<file path="src/rtl/issue_queue.sv">
// In-order issue queue: buffers decoded instructions, snoops writeback buses to
// resolve pending operands, and issues the head to ALUs (round-robin), LS or branch.
module issue_queue #(
    parameter int XLEN   = 32,
    parameter int ADDR_W = 32,
    parameter int TAG_W  = 3,
    parameter int REG_W  = 5,
    parameter int DEPTH  = 4,
    parameter int N_ALU  = 2
) (
    input  logic                        clk,
    input  logic                        rst,
    input  logic                        flush,
    input  logic                        in_valid,
    output logic                        in_ready,
    input  logic [7:0]                  in_op,
    input  logic [ADDR_W-1:0]           in_pc,
    input  logic [XLEN-1:0]             in_imm,
    input  logic [XLEN-1:0]             in_datax,
    input  logic [XLEN-1:0]             in_datay,
    input  logic [TAG_W-1:0]            in_tagx,
    input  logic [TAG_W-1:0]            in_tagy,
    input  logic [TAG_W-1:0]            in_tagw,
    input  logic [REG_W-1:0]            in_addrw,
    input  logic [N_ALU:0]              wb_en,
    input  logic [(N_ALU+1)*XLEN-1:0]   wb_data,
    input  logic [N_ALU-1:0]            alu_busy,
    input  logic                        ls_busy,
    input  logic                        branch_busy,
    output logic [N_ALU-1:0]            alu_en,
    output logic                        ls_en,
    output logic                        branch_en,
    output logic [3:0]                  iss_op,
    output logic [ADDR_W-1:0]           iss_pc,
    output logic [XLEN-1:0]             iss_imm,
    output logic [XLEN-1:0]             iss_datax,
    output logic [XLEN-1:0]             iss_datay,
    output logic [TAG_W-1:0]            iss_tagx,
    output logic [TAG_W-1:0]            iss_tagy,
    output logic [TAG_W-1:0]            iss_tagw,
    output logic [REG_W-1:0]            iss_addrw,
    output logic                        en_mod,
    output logic [REG_W-1:0]            reg_addr,
    output logic [TAG_W-1:0]            reg_tag,
    output logic                        issued
);

    localparam int NWB   = N_ALU + 1;
    localparam int PTR_W = $clog2(DEPTH);
    localparam int CNT_W = PTR_W + 1;
    localparam int RR_W  = (N_ALU > 1) ? $clog2(N_ALU) : 1;

    typedef struct packed {
        logic [7:0]        op;
        logic [ADDR_W-1:0] pc;
        logic [XLEN-1:0]   imm;
        logic [XLEN-1:0]   datax;
        logic [XLEN-1:0]   datay;
        logic [TAG_W-1:0]  tagx;
        logic [TAG_W-1:0]  tagy;
        logic [TAG_W-1:0]  tagw;
        logic [REG_W-1:0]  addrw;
    } entry_t;

    // Writeback bus k carries the result for tag k+1; a match captures data and unlocks.
    function automatic entry_t snoop(input entry_t e,
                                     input logic [NWB-1:0] en,
                                     input logic [NWB*XLEN-1:0] data);
        entry_t r;
        r = e;
        for (int k = 0; k < NWB; k++) begin
            if (en[k] && (e.tagx == TAG_W'(k + 1))) begin
                r.datax = data[k*XLEN +: XLEN];
                r.tagx  = '0;
            end
            if (en[k] && (e.tagy == TAG_W'(k + 1))) begin
                r.datay = data[k*XLEN +: XLEN];
                r.tagy  = '0;
            end
            if (en[k] && (e.tagw == TAG_W'(k + 1))) begin
                r.tagw = '0;
            end
        end
        return r;
    endfunction

    entry_t             ent_q [DEPTH];
    entry_t             ent_d [DEPTH];
    logic [PTR_W-1:0]   head_q, head_d, tail_q, tail_d;
    logic [CNT_W-1:0]   count_q, count_d;
    logic [RR_W-1:0]    rr_q, rr_d;

    entry_t             head_s, in_s;
    logic               active_s, enq_s;
    logic [3:0]         cls_s;
    logic               found_s;
    int                 idx_s;

    assign in_ready = (count_q < CNT_W'(DEPTH));

    // Head and incoming entries viewed through the same-cycle writeback bypass.
    always_comb begin
        head_s = snoop(ent_q[head_q], wb_en, wb_data);
        in_s   = snoop({in_op, in_pc, in_imm, in_datax, in_datay,
                        in_tagx, in_tagy, in_tagw, in_addrw}, wb_en, wb_data);
    end

    assign cls_s     = head_s.op[7:4];
    assign iss_op    = head_s.op[3:0];
    assign iss_pc    = head_s.pc;
    assign iss_imm   = head_s.imm;
    assign iss_datax = head_s.datax;
    assign iss_datay = head_s.datay;
    assign iss_tagx  = head_s.tagx;
    assign iss_tagy  = head_s.tagy;
    assign iss_tagw  = (cls_s == 4'b0011) ? {TAG_W{1'b0}} : head_s.tagw;
    assign iss_addrw = head_s.addrw;
    assign reg_addr  = head_s.addrw;
    assign active_s  = (count_q != {CNT_W{1'b0}}) && !flush;

    // Class decode and unit grant for the head entry.
    always_comb begin
        alu_en    = '0;
        ls_en     = 1'b0;
        branch_en = 1'b0;
        en_mod    = 1'b0;
        reg_tag   = '0;
        issued    = 1'b0;
        rr_d      = rr_q;
        found_s   = 1'b0;
        idx_s     = 0;
        if (active_s) begin
            case (cls_s)
                4'b0001, 4'b0010, 4'b0101, 4'b1101: begin
                    for (int i = 0; i < N_ALU; i++) begin
                        idx_s = (int'(rr_q) + i) % N_ALU;
                        if (!found_s && !alu_busy[idx_s]) begin
                            found_s       = 1'b1;
                            alu_en[idx_s] = 1'b1;
                            reg_tag       = TAG_W'(idx_s + 1);
                            en_mod        = 1'b1;
                            issued        = 1'b1;
                            rr_d          = RR_W'((idx_s + 1) % N_ALU);
                        end else begin
                            found_s = found_s;
                        end
                    end
                end
                4'b0011, 4'b1001: begin
                    reg_tag = TAG_W'(N_ALU + 1);
                    if (!ls_busy) begin
                        ls_en  = 1'b1;
                        en_mod = 1'b1;
                        issued = 1'b1;
                    end else begin
                        issued = 1'b0;
                    end
                end
                4'b0100: begin
                    if (!branch_busy) begin
                        branch_en = 1'b1;
                        issued    = 1'b1;
                    end else begin
                        issued = 1'b0;
                    end
                end
                default: begin
                    issued = 1'b1;
                end
            endcase
        end else begin
            issued = 1'b0;
        end
    end

    assign enq_s = in_valid && in_ready;

    // Queue next state: snoop every slot, then apply dequeue/enqueue or flush.
    always_comb begin
        for (int i = 0; i < DEPTH; i++) begin
            ent_d[i] = snoop(ent_q[i], wb_en, wb_data);
        end
        head_d  = head_q;
        tail_d  = tail_q;
        count_d = count_q;
        if (flush) begin
            head_d  = '0;
            tail_d  = '0;
            count_d = '0;
        end else begin
            if (enq_s) begin
                ent_d[tail_q] = in_s;
                tail_d        = tail_q + PTR_W'(1);
            end else begin
                tail_d = tail_q;
            end
            if (issued) begin
                head_d = head_q + PTR_W'(1);
            end else begin
                head_d = head_q;
            end
            count_d = count_q + CNT_W'(enq_s) - CNT_W'(issued);
        end
    end

    // State registers with synchronous reset.
    always_ff @(posedge clk) begin
        if (rst) begin
            for (int i = 0; i < DEPTH; i++) begin
                ent_q[i] <= '0;
            end
            head_q  <= '0;
            tail_q  <= '0;
            count_q <= '0;
            rr_q    <= '0;
        end else begin
            for (int i = 0; i < DEPTH; i++) begin
                ent_q[i] <= ent_d[i];
            end
            head_q  <= head_d;
            tail_q  <= tail_d;
            count_q <= count_d;
            rr_q    <= rr_d;
        end
    end

endmodule

</file>
<file path="config.mk">
export PLATFORM = sky130hd
export DESIGN_NAME = issue_queue
export DESIGN_NICKNAME = d
export VERILOG_FILES = /design/src/rtl/issue_queue.sv
export SDC_FILE = /design/constraint.sdc
export NUM_CORES = 2
export LEC_CHECK = 0
export ABC_AREA = 1
export CORE_UTILIZATION = 25
export DETAILED_ROUTE_END_ITERATION = 8
export PLACE_DENSITY_LB_ADDON = 0.1
export SLEW_MARGIN = 40
export SYNTH_ARGS = -nofsm -noshare
export SYNTH_HDL_FRONTEND = slang
export SYNTH_SLANG_ARGS = --single-unit
</file>
<file path="constraint.sdc">
create_clock -name clk -period 6.54 [get_ports clk]
set_clock_uncertainty 0.15 [all_clocks]
set_input_delay 1.308 -clock clk [delete_from_list [all_inputs] [get_ports clk]]
set_output_delay 1.308 -clock clk [all_outputs]
set_load 0.02 [all_outputs]
</file>
==> report_table.html <==
<table>
<tr><th>Metric</th><th>Value</th></tr>
<tr><th colspan="2">Logic synthesis</th></tr>
<tr><td>Post-synth EDFFs</td><td>0</td></tr>
<tr><td>Leading cell type by number of instances after synthesis</td><td>sky130_fd_sc_hd__o21ai_0</td></tr>
<tr><td>Share of synthesized area occupied by flip-flops and latches</td><td>34.04%</td></tr>
<tr><td>Mapped Nets</td><td>5,934</td></tr>
<tr><td>Post-synth top area share</td><td>34.04%</td></tr>
<tr><td>Number of distinct library cells after synthesis</td><td>52</td></tr>
<tr><td>Number of warnings printed during yosys synthesis</td><td>0</td></tr>
<tr><td>Number of synthesized register bits</td><td>610</td></tr>
<tr><td>Post-synthesis cell area</td><td>35,870 um2</td></tr>
<tr><td>Most used flip-flop cell after synthesis</td><td>sky130_fd_sc_hd__dfxtp_1</td></tr>
<tr><td>Cell types with the largest area share after synthesis</td><td>sky130_fd_sc_hd__dfxtp_1 34%, sky130_fd_sc_hd__o21ai_0 16%, sky130_fd_sc_hd__nand2_1 10%</td></tr>
<tr><td>Cell type with the largest total area after synthesis</td><td>sky130_fd_sc_hd__dfxtp_1</td></tr>
<tr><td>Number of instances in the synthesized netlist</td><td>5,670</td></tr>
<tr><td>Post-Synthesis Mean Instance Area</td><td>6.327 um2</td></tr>
<tr><td>Top cell types by occurrence after synthesis</td><td>1,135 x sky130_fd_sc_hd__o21ai_0, 995 x sky130_fd_sc_hd__nand2_1, 991 x sky130_fd_sc_hd__nor2_1, 610 x sky130_fd_sc_hd__dfxtp_1, 436 x sky130_fd_sc_hd__a21oi_1</td></tr>
<tr><td>Fraction of registers with async set or reset after synthesis</td><td>0%</td></tr>
<tr><th colspan="2">Setup path</th></tr>
<tr><td>Data arrival at the endpoint of the critical path</td><td>4770 ps</td></tr>
<tr><td>Destination of the worst register-to-register timing path</td><td>count_q[2]</td></tr>
<tr><td>Slack of the worst reg-to-reg path</td><td>2110 ps</td></tr>
<tr><td>Most repeated library cell on the critical path</td><td>sky130_fd_sc_hd__buf_4</td></tr>
<tr><td>Critical path cell sequence</td><td>buf_4, a21oi_1, o21ai_1, nand2_1, inv_2, nand4_2, buf_4, nand2_1, inv_1, buf_4, o21ai_0, a21oi_1, nor2_1, buf_12</td></tr>
<tr><td>Length in cells of the worst reg-to-reg path</td><td>15</td></tr>
<tr><td>Worst setup path class</td><td>register to primary output</td></tr>
<tr><td>Crit path required time</td><td>5080 ps</td></tr>
<tr><td>Slowest stage cell, crit path</td><td>sky130_fd_sc_hd__nor2_1</td></tr>
<tr><td>Delay of the slowest cell on the worst path</td><td>750 ps</td></tr>
<tr><td>Crit path max fanout</td><td>43</td></tr>
<tr><td>CP endpoint kind</td><td>primary output</td></tr>
<tr><td>Startpoint kind of the worst setup timing path</td><td>register</td></tr>
<tr><th colspan="2">Pwr</th></tr>
<tr><td>Areal power density over the cells</td><td>244.0 nW/um2</td></tr>
<tr><td>Largest vdd supply drop</td><td>0.0001913 V</td></tr>
<tr><td>Leak pwr</td><td>16.01 nW</td></tr>
<tr><td>Power, Total</td><td>10.86 mW</td></tr>
<tr><th colspan="2">GRT</th></tr>
<tr><td>Number of antenna violations at the first check in global routing</td><td>25</td></tr>
<tr><td>Number of global-route vias before repair</td><td>40,180</td></tr>
<tr><td>Wire length of the first global-routing pass</td><td>292,600 um</td></tr>
<tr><td>Overall routing resource usage</td><td>27.16%</td></tr>
<tr><td>Grt ovf</td><td>0</td></tr>
<tr><td>Pin count of the biggest net entering global routing</td><td>165</td></tr>
<tr><th colspan="2">Routing</th></tr>
<tr><td>Final antenna-violating net count</td><td>0</td></tr>
<tr><td>Detailed-route via count</td><td>42,390</td></tr>
<tr><td>Pre-Repair DR Iteration Count</td><td>6</td></tr>
<tr><td>DRC errors left</td><td>0</td></tr>
<tr><td>Drt total wl</td><td>205,000 um</td></tr>
<tr><td>Wire per inst</td><td>26.54 um</td></tr>
<tr><td>Drt first-iter violations</td><td>4,135</td></tr>
<tr><td>Post-detailed-route via-to-cell ratio</td><td>5.486</td></tr>
<tr><th colspan="2">Cells and area</th></tr>
<tr><td>Number of filler instances in the final layout</td><td>15,700</td></tr>
<tr><td>Net count of the finished layout</td><td>6,034</td></tr>
<tr><td>Layout cells sized above 1</td><td>6.259%</td></tr>
<tr><td>Area growth from synthesis to layout</td><td>24.05%</td></tr>
<tr><th colspan="2">Timing</th></tr>
<tr><td>Fin Setup TNS</td><td>0 ps</td></tr>
<tr><td>Slew at the pin with the worst max-slew slack</td><td>981.0 ps</td></tr>
<tr><td>F_max</td><td>160.6 MHz</td></tr>
<tr><td>Post-layout min period</td><td>6227 ps</td></tr>
<tr><td>Final period util</td><td>95.21%</td></tr>
<tr><td>Final-report max-slew violation count</td><td>0</td></tr>
<tr><td>RSZ-0062 raised after global routing</td><td>false</td></tr>
<tr><td>Worst slew slack as a fraction of its limit</td><td>34.36%</td></tr>
<tr><td>Final setup violation count</td><td>0</td></tr>
<tr><td>Final hold vios</td><td>0</td></tr>
<tr><th colspan="2">CTS</th></tr>
<tr><td>Clock sink count</td><td>610</td></tr>
<tr><td>Htree depth</td><td>3</td></tr>
<tr><td>Clock Pin Slew Worst Setup and Hold Paths</td><td>60 ps</td></tr>
<tr><td>Insertion delay of the later-clocked pin in the worst-skew pair</td><td>710 ps</td></tr>
<tr><td>Clock buffer count from CTS</td><td>84</td></tr>
<tr><td>Count of buffers added by post-CTS timing repair for setup</td><td>0</td></tr>
<tr><td>Post-CTS Hold Buffers</td><td>0</td></tr>
<tr><td>CTS max path bufs</td><td>3</td></tr>
<tr><td>Quantity of gates resized following cts</td><td>0</td></tr>
<tr><td>TritonCTS clock tree</td><td>yes</td></tr>
<tr><td>Buffer cell driving the clock tree root</td><td>sky130_fd_sc_hd__clkbuf_16</td></tr>
<tr><th colspan="2">Hold path</th></tr>
<tr><td>Hold Path Cell Cnt</td><td>2</td></tr>
<tr><td>Hold Path End</td><td>ent_q[1][138]</td></tr>
<tr><td>Hold WC Path Type</td><td>register to register</td></tr>
<tr><td>Hold path start</td><td>ent_q[1][138]</td></tr>
<tr><th colspan="2">Run status</th></tr>
<tr><td>Status</td><td>finished clean</td></tr>
<tr><th colspan="2">Placed design</th></tr>
<tr><td>Final weighted congestion in routability-driven placement</td><td>0.8721</td></tr>
<tr><td>Number of buffers added on ports</td><td>416</td></tr>
<tr><td>Final HPWL from detailed placement</td><td>120,700 um</td></tr>
<tr><th colspan="2">Floorplanning</th></tr>
<tr><td>Die Span Y</td><td>380.8 um</td></tr>
<tr><td>Number of top-level design ports</td><td>418</td></tr>
<tr><td>Core Area</td><td>141,900 um2</td></tr>
<tr><td>Std cell rows</td><td>138</td></tr>
<tr><td>Die width</td><td>380.8 um</td></tr>
<tr><td>Area of the die</td><td>145,000 um2</td></tr>
<tr><td>Effective utilization at floorplan</td><td>25.28%</td></tr>
<tr><th colspan="2">Job</th></tr>
<tr><td>MaxCap Viol Count</td><td>0</td></tr>
</table>
[critical path, delay by kind of cell (launching register included)]
family / cells / cell delay [ps]
and+or+nand+nor: 4 / 1080
AOI/OAI and AO/OA: 4 / 430
DFF: 1 / 630
buffers and inverters: 6 / 1820
[cell families (layout without fill, tap and decap cells)]
logic type                 after synthesis  after routing  synth area share [%]
xor gates and xnor gates                 1              1               0.02442
and+or+nand+nor                       2113           2113                 22.90
other                                    1              5               0.01045
buffers and inverters                  774            936                 8.740
adders and majority gates                7              7                0.2651
AOI/OAI and AO/OA                     2164           2164                 34.02
DFF                                    610            610                 34.04
[area by class of cell]
cell class                      count  area (um2)  share of cell area, %
Clock buffer                      126        2511                  5.643
Clock inverter                     22       339.1                 0.7619
Timing Repair Buffer              554        5482                  12.32
Tap cell                         1890        2365                  5.314
Inverter                          234       927.1                  2.083
Sequential cell                   610       12220                  27.46
Antenna cell                        4       10.01                0.02249
Multi-Input combinational cell   4286       20650                  46.40
[worst max path at each step]
stage,endpoint,slack [ps],cells after the start
6_report,iss_datay[23],310,14
3_5_place_dp,iss_datay[29],990,8
3_3_place_gp,iss_datay[29],1000,8
2_1_floorplan,iss_datax[17],2640,8
5_1_grt,iss_datay[29],360,11
4_1_cts,iss_datay[29],480,11
[flip-flops by register name, indices dropped and copies added, names as in the netlist, named ones only]
signal	cells
ent_q	600
count_q	3
tail_q	2
rr_q	1
head_q	2
[cell usage in the layout (no fill, tap or decap), types with 6 or more instances in the layout]
cell,Yosys,routed
sky130_fd_sc_hd__inv_2,22,20
sky130_fd_sc_hd__dfxtp_1,610,608
sky130_fd_sc_hd__nand2_2,6,9
sky130_fd_sc_hd__clkbuf_16,0,85
sky130_fd_sc_hd__clkdlybuf4s50_1,0,403
sky130_fd_sc_hd__clkbuf_8,0,23
sky130_fd_sc_hd__o211a_1,11,11
sky130_fd_sc_hd__nor2_1,991,988
sky130_fd_sc_hd__o21ai_0,1135,1135
sky130_fd_sc_hd__nand2_1,995,986
sky130_fd_sc_hd__a21o_1,12,12
sky130_fd_sc_hd__a31oi_1,107,107
sky130_fd_sc_hd__a221oi_1,8,8
sky130_fd_sc_hd__buf_12,0,20
sky130_fd_sc_hd__nand3_2,7,10
sky130_fd_sc_hd__a41oi_1,62,62
sky130_fd_sc_hd__o31ai_1,13,12
sky130_fd_sc_hd__o221ai_1,51,51
sky130_fd_sc_hd__clkinv_1,7,8
sky130_fd_sc_hd__ha_1,6,6
sky130_fd_sc_hd__inv_1,204,196
sky130_fd_sc_hd__o21ai_1,32,32
sky130_fd_sc_hd__o211ai_2,8,8
sky130_fd_sc_hd__o211ai_1,167,167
sky130_fd_sc_hd__o21bai_1,15,15
sky130_fd_sc_hd__clkinv_2,0,10
sky130_fd_sc_hd__nand4_1,14,14
sky130_fd_sc_hd__buf_4,12,122
sky130_fd_sc_hd__o22ai_1,97,97
sky130_fd_sc_hd__nand3_1,76,73
sky130_fd_sc_hd__clkbuf_1,375,18
sky130_fd_sc_hd__a21oi_1,436,436
[per-stage QoR]
step           cell area, um2  utilization (%)  hold WS [ps]  setup WS (ps)  cells
6_report                44500            31.35         323.0          313.1   7726
5_1_grt                 44490            31.35         341.6          362.9   7723
4_1_cts                 44420            31.30         323.2          484.6   7719
3_5_place_dp            41570            29.29         314.1          986.8   7571
3_3_place_gp            41460            29.21         306.7           1004   7568
2_1_floorplan           35870                -         293.7           2640   5670
[routing by layer]
layer	vias up	track usage [%]	share of wire, %
li1	19590	-	-
met1	20230	35.62	43
met2	2086	42.15	44
met3	436	7.532	9.6
met4	38	10.04	3.8
met5	-	0	0.12
[power breakdown]
part	leakage [nW]	switching, mW	total (mW)	internal (mW)
Clock	1.39	2.02	4.85	2.83
Combinational	9.67	1.32	2.07	0.754
Sequential	4.95	0.0691	3.93	3.86
Total	16.0	3.41	10.9	7.45
(Power assumes the default switching activity.)
